`src/rtl/bcp_clause_scheduler.sv`:
```
// Walks the clause memory for one BCP pass, forwarding implied literals through a
// single-entry slot and stopping early when a clause is found in conflict.
module bcp_clause_scheduler #(
  parameter int unsigned NUM_CLAUSE     = 256,
  parameter int unsigned CLAUSE_INDEX   = 8 - 1,
  parameter int unsigned NUM_VARIABLE   = 128,
  parameter int unsigned VARIABLE_INDEX = 7 - 1
) (
  input  logic                    clock,
  input  logic                    reset,
  input  logic                    start,
  input  logic                    abort,
  input  logic [CLAUSE_INDEX:0]   last_clause,
  output logic                    mem_rd_en,
  output logic [CLAUSE_INDEX:0]   mem_rd_addr,
  input  logic                    eval_unit,
  input  logic                    eval_conflict,
  input  logic [VARIABLE_INDEX:0] eval_var,
  input  logic                    eval_val,
  output logic                    imp_valid,
  input  logic                    imp_ready,
  output logic [VARIABLE_INDEX:0] imp_var,
  output logic                    imp_val,
  output logic                    busy,
  output logic                    done,
  output logic                    conflict,
  output logic [CLAUSE_INDEX:0]   conflict_clause,
  output logic [CLAUSE_INDEX+1:0] unit_count
);

  localparam logic [2:0] IDLE  = 3'd0;
  localparam logic [2:0] SCAN  = 3'd1;
  localparam logic [2:0] HOLD  = 3'd2;
  localparam logic [2:0] DRAIN = 3'd3;
  localparam logic [2:0] DONE  = 3'd4;

  localparam logic [CLAUSE_INDEX:0] MaxClause = (CLAUSE_INDEX + 1)'(NUM_CLAUSE - 1);

  logic [2:0]              state_q, state_d;
  logic [CLAUSE_INDEX:0]   last_q, last_d;
  logic [CLAUSE_INDEX:0]   next_addr_q, next_addr_d;
  logic                    issued_all_q, issued_all_d;
  logic                    pend_valid_q, pend_valid_d;
  logic [CLAUSE_INDEX:0]   pend_addr_q, pend_addr_d;
  logic                    imp_valid_q, imp_valid_d;
  logic [VARIABLE_INDEX:0] imp_var_q, imp_var_d;
  logic                    imp_val_q, imp_val_d;
  logic                    conflict_q, conflict_d;
  logic [CLAUSE_INDEX:0]   conflict_clause_q, conflict_clause_d;
  logic [CLAUSE_INDEX+1:0] unit_count_q, unit_count_d;

  logic issue, accept, slot_free, unit_hit;

  assign issue     = (state_q == SCAN) && !issued_all_q;
  assign accept    = imp_valid_q && imp_ready;
  assign slot_free = !imp_valid_q || imp_ready;
  assign unit_hit  = pend_valid_q && eval_unit && (32'(eval_var) < NUM_VARIABLE);

  always_comb begin
    state_d           = state_q;
    last_d            = last_q;
    next_addr_d       = next_addr_q;
    issued_all_d      = issued_all_q;
    pend_valid_d      = pend_valid_q;
    pend_addr_d       = pend_addr_q;
    imp_valid_d       = imp_valid_q;
    imp_var_d         = imp_var_q;
    imp_val_d         = imp_val_q;
    conflict_d        = conflict_q;
    conflict_clause_d = conflict_clause_q;
    unit_count_d      = unit_count_q;

    if (accept) begin
      imp_valid_d  = 1'b0;
      unit_count_d = unit_count_q + 1'b1;
    end

    case (state_q)
      IDLE: begin
        if (start && !abort) begin
          last_d            = (32'(last_clause) > NUM_CLAUSE - 1) ? MaxClause : last_clause;
          conflict_d        = 1'b0;
          conflict_clause_d = '0;
          unit_count_d      = '0;
          next_addr_d       = '0;
          issued_all_d      = 1'b0;
          pend_valid_d      = 1'b0;
          state_d           = SCAN;
        end
      end
      SCAN: begin
        if (pend_valid_q && eval_conflict) begin
          conflict_d        = 1'b1;
          conflict_clause_d = pend_addr_q;
          pend_valid_d      = 1'b0;
          state_d           = DRAIN;
        end else if (unit_hit && !slot_free) begin
          // Slot blocked: drop this result and re-read the clause once the slot drains.
          next_addr_d  = pend_addr_q;
          issued_all_d = 1'b0;
          pend_valid_d = 1'b0;
          state_d      = HOLD;
        end else begin
          if (unit_hit) begin
            imp_valid_d = 1'b1;
            imp_var_d   = eval_var;
            imp_val_d   = eval_val;
          end
          pend_valid_d = issue;
          if (issue) begin
            pend_addr_d = next_addr_q;
            next_addr_d = next_addr_q + 1'b1;
            if (next_addr_q == last_q) issued_all_d = 1'b1;
          end else begin
            state_d = imp_valid_d ? DRAIN : DONE;
          end
        end
      end
      HOLD:    if (!imp_valid_q) state_d = SCAN;
      DRAIN:   if (!imp_valid_q) state_d = DONE;
      DONE:    state_d = IDLE;
      default: state_d = IDLE;
    endcase

    if (abort && (state_q != IDLE)) begin
      state_d           = IDLE;
      imp_valid_d       = 1'b0;
      pend_valid_d      = 1'b0;
      conflict_d        = conflict_q;
      conflict_clause_d = conflict_clause_q;
    end
  end

  always_ff @(posedge clock or posedge reset) begin
    if (reset) begin
      state_q           <= IDLE;
      last_q            <= '0;
      next_addr_q       <= '0;
      issued_all_q      <= 1'b0;
      pend_valid_q      <= 1'b0;
      pend_addr_q       <= '0;
      imp_valid_q       <= 1'b0;
      imp_var_q         <= '0;
      imp_val_q         <= 1'b0;
      conflict_q        <= 1'b0;
      conflict_clause_q <= '0;
      unit_count_q      <= '0;
    end else begin
      state_q           <= state_d;
      last_q            <= last_d;
      next_addr_q       <= next_addr_d;
      issued_all_q      <= issued_all_d;
      pend_valid_q      <= pend_valid_d;
      pend_addr_q       <= pend_addr_d;
      imp_valid_q       <= imp_valid_d;
      imp_var_q         <= imp_var_d;
      imp_val_q         <= imp_val_d;
      conflict_q        <= conflict_d;
      conflict_clause_q <= conflict_clause_d;
      unit_count_q      <= unit_count_d;
    end
  end

  assign mem_rd_en       = issue;
  assign mem_rd_addr     = issue ? next_addr_q : '0;
  assign imp_valid       = imp_valid_q;
  assign imp_var         = imp_var_q;
  assign imp_val         = imp_val_q;
  assign busy            = (state_q != IDLE);
  assign done            = (state_q == DONE);
  assign conflict        = conflict_q;
  assign conflict_clause = conflict_clause_q;
  assign unit_count      = unit_count_q;

endmodule

```
`config.mk`:
```
export PLATFORM = sky130hd
export DESIGN_NAME = bcp_clause_scheduler
export DESIGN_NICKNAME = d
export VERILOG_FILES = /design/src/rtl/bcp_clause_scheduler.sv
export SDC_FILE = /design/constraint.sdc
export NUM_CORES = 1
export LEC_CHECK = 0
export ABC_AREA = 1
export CAP_MARGIN = 5
export CORE_ASPECT_RATIO = 0.7
export CORE_UTILIZATION = 45
export DETAILED_ROUTE_END_ITERATION = 8
export GPL_TIMING_DRIVEN = 1
export PLACE_DENSITY_LB_ADDON = 0.08
export SYNTH_ARGS = -nofsm -noshare
export SYNTH_HDL_FRONTEND = slang
export SYNTH_SLANG_ARGS = --single-unit
```
`constraint.sdc`:
```
create_clock -name clock -period 2.8 [get_ports clock]
set_input_delay 0.42 -clock clock [delete_from_list [all_inputs] [get_ports clock]]
set_output_delay 0.42 -clock clock [all_outputs]
set_load 0.005 [all_outputs]
```
==> summary.md <==
| Metric | Value |
|---|---|
| Total track usage | `20.7%` |
| Row Count | `24` |
| WP data required | `2.38 ns` |
| Post-synth top area share | `47.1%` |
| Maximum clock rate | `409 MHz` |
| Post-synthesis register bit count | `56` |
| Initial antenna violation count | `0` |
| Root buffer cell | `clkbuf_8` |
| TritonCTS Sinks | `56` |
| Synthesized area | `0.00298 mm²` |
| Worst EP arrival | `2.03 ns` |
| Sw Share | `39.0%` |
| Wl on met1 | `3.46 mm` |
| Total Wirelength | `6.75 mm` |
| Total number of vias | `2,533` |
| Warnings from Yosys | `0` |
| I/O pin count | `61` |
| GPL Wtd Cong | `0.898` |
| Tot Pwr | `3090 µW` |
| Post-synthesis sequential area ratio | `47.1%` |
| Final hold violations | `0` |
| Sequential Power Share | `37.8%` |
| CTS buffer count | `5` |
| Via/cell ratio | `4.91` |
| Sw power | `1200 µW` |
| IO buf count | `60` |
| TritonCTS clock tree | `done` |
| Core area | `0.00631 mm²` |
| Worst VDD drop | `0.000435 V` |
| Worst Tran Pin Value | `0.516 ns` |
| Post-CTS Setup Bufs | `0` |
| Max-Cap Viols | `0` |
| CTS resizes | `0` |
| Vias in the first global route | `2,346` |
| CP startpoint kind | `flop` |
| Largest cells by area after synthesis | `dfrtp_1, nand2_1, inv_1` |
| Setup Skew | `0.00528 ns` |
| Post-Place Worst Slack | `0.688 ns` |
| Netlist cell types | `31` |
| Die area | `0.00695 mm²` |
| Antenna Cells | `0` |
| Crit share post-route | `87.3%` |
| Uppermost layer routed | `met4` |
| Largest net degree at the start of global routing | `35` |
| Met2 WL | `2.73 mm` |
| Final worst setup slack | `0.354 ns` |
| Die X-Extent | `99.2 µm` |
| Worst-path clk slew | `0.10 ns` |
| Area leader, netlist | `dfrtp_1` |
| Final #Nets | `463` |
| Int Pwr | `1880 µW` |
| Setup-failing EPs final | `0` |
| Min cycle time layout | `2.45 ns` |
| Hold Buf Count CTS | `0` |
| WL met3 | `509 µm` |
| Setup tns final | `0 ns` |
| Max Slew Vio Count | `0` |
| Clock power share | `20.1%` |
| # DRC | `0` |
| WL per Instance | `13.1 µm` |
| Path depth of the worst reg2reg path | `7` |
| Pwr Density | `816 mW/mm²` |
| Status | `finished clean` |
| Starting Density | `47.2%` |
| Layout cells sized above 1 | `11.2%` |
| Leak | `0.00180 µW` |
| Max Buffers Root-to-Sink | `2` |
| Drt pass-1 iters | `4` |
| Die height | `70.1 µm` |
| Relative slew slack | `65.5%` |
| CP Max Fanout | `8` |
| H-tree depth | `2` |
| Worst setup EP type | `primary output` |
| Comb power frac | `42.1%` |
| RSZ-0062 raised after global routing | `false` |
| Mean post-synth cell area | `7.96 µm²` |
| First DRT Iteration DRCs | `124` |
| Worst min-delay path category | `in -> async` |
| Area delta synth->final | `27.1%` |
| Type of the worst setup path | `reg -> out` |
| Routed Antenna Nets | `0` |
| Congestion Overflow GR | `0` |
| Layout fillers | `606` |
| Clock Latency Late Sink | `0.31 ns` |
| First-pass GRT wire length | `11.2 mm` |
| Syn Inst Count | `374` |
| DP HPWL | `5.06 mm` |
| Synth Net Count | `399` |
[worst paths after layout]
kind / start / to / slack [ns]
setup / recovery: state_q[1] / mem_rd_addr[3] / 0.35
hold / removal: reset / imp_var[6] / 0.45
setup reg to reg: pend_valid_q / imp_var[0] / 1.16
hold reg to reg: conflict_clause[6] / conflict_clause[6] / 0.49
max in group asynchronous: reset / conflict_clause[6] / 1.79
min in group clock: conflict_clause[6] / conflict_clause[6] / 0.49
[per-layer routing]
layer / vias up / GRT usage (%)
met1: 1152 / 31.5
met5: - / 0
met2: 84 / 28.7
met3: 4 / 5.11
met4: 0 / 6.54
li1: 1293 / -
[kinds of logic (layout without fill, tap and decap cells)]
| logic type | Yosys count | in the layout | share of synthesized area, % |
|---|---|---|---|
| and+or+nand+nor | 194 | 194 | 29.3 |
| buffers and inverters | 62 | 126 | 9.08 |
| DFF | 56 | 56 | 47.1 |
| AOI/OAI and AO/OA | 55 | 55 | 12.3 |
| xor gates and xnor gates | 5 | 5 | 1.47 |
| adders and majority gates | 2 | 2 | 0.840 |
[cells in the mapped netlist]
cell type and number:
nand2_1 123, dfrtp_1 56, inv_1 52, nor2_1 28, o21ai_1 18, nand3_1 17, o21ai_2 16, o21ai_0 12
a21oi_1 6, nand2_2 6, nand4_1 6, buf_6 3, inv_2 3, nor3_1 3, xnor2_1 3, buf_4 2
ha_1 2, nand3_2 2, nand4_4 2, nor2_2 2, xor2_1 2, inv_4 1, inv_6 1, nand2_4 1
nor2_4 1, nor2_8 1, o211ai_4 1, o21a_1 1, o21ai_4 1, or2_0 1, or2_2 1
[power groups by stage]
stage / registers [µW] / clock network, µW / logic [µW]
after CTS: 1170 / 628 / 1310
after global routing: 1190 / 662 / 1460
after floorplan: 1150 / 0 / 895
after global placement: 1180 / 0 / 1280
final: 1170 / 620 / 1300
after detailed placement: 1180 / 0 / 1300
[metrics by stage]
| stage | area (µm²) | hold WS (ns) | util (%) | instances |
|---|---|---|---|---|
| after floorplan | 2980 | 0.455 | - | 374 |
| after global placement | 3650 | 0.453 | 58.0 | 509 |
| after detailed placement | 3650 | 0.476 | 58.0 | 509 |
| after CTS | 3780 | 0.465 | 60.0 | 516 |
| after global routing | 3780 | 0.500 | 60.0 | 516 |
| final | 3780 | 0.451 | 60.0 | 516 |
[layout by cell type, fill, tap and decap left out, types with 2 or more instances in the layout]
cell type        count
nand2_1            123
clkdlybuf4s50_1     60
dfrtp_1             56
inv_1               51
nor2_1              28
o21ai_1             18
nand3_1             17
o21ai_2             16
o21ai_0             12
nand4_1              6
nand2_2              6
a21oi_1              6
clkbuf_8             5
inv_2                4
xnor2_1              3
nor3_1               3
nand3_2              2
nand4_4              2
nor2_2               2
xor2_1               2
ha_1                 2
bufinv_16            2
[worst max-delay path, cell delays in order (launching register included)]
cell	delay [ns]
dfrtp_1	0.48
nor2_8	0.22
nand2_4	0.11
nor2_4	0.15
inv_1	0.13
nor2_1	0.11
clkdlybuf4s50_1	0.51
[final cells by class]
| cell class | count | area, µm² | share of cell area, % |
|---|---|---|---|
| Sequential cell | 56 | 1400 | 37.0 |
| Multi-Input combinational cell | 256 | 1310 | 34.5 |
| Timing Repair Buffer | 62 | 628 | 16.6 |
| Inverter | 57 | 221 | 5.85 |
| Tap cell | 78 | 97.6 | 2.58 |
| Clock buffer | 5 | 68.8 | 1.82 |
| Clock inverter | 2 | 60.1 | 1.59 |
[state kept, by name (all words and copies together), names as in the netlist]
signal and cells:
imp_var 7, conflict 1, pend_valid_q 1, imp_valid 1, pend_addr_q 8, issued_all_q 1, next_addr_q 8, last_q 8
state_q 3, unit_count 9, imp_val 1, conflict_clause 8
(Power assumes the default switching activity.)
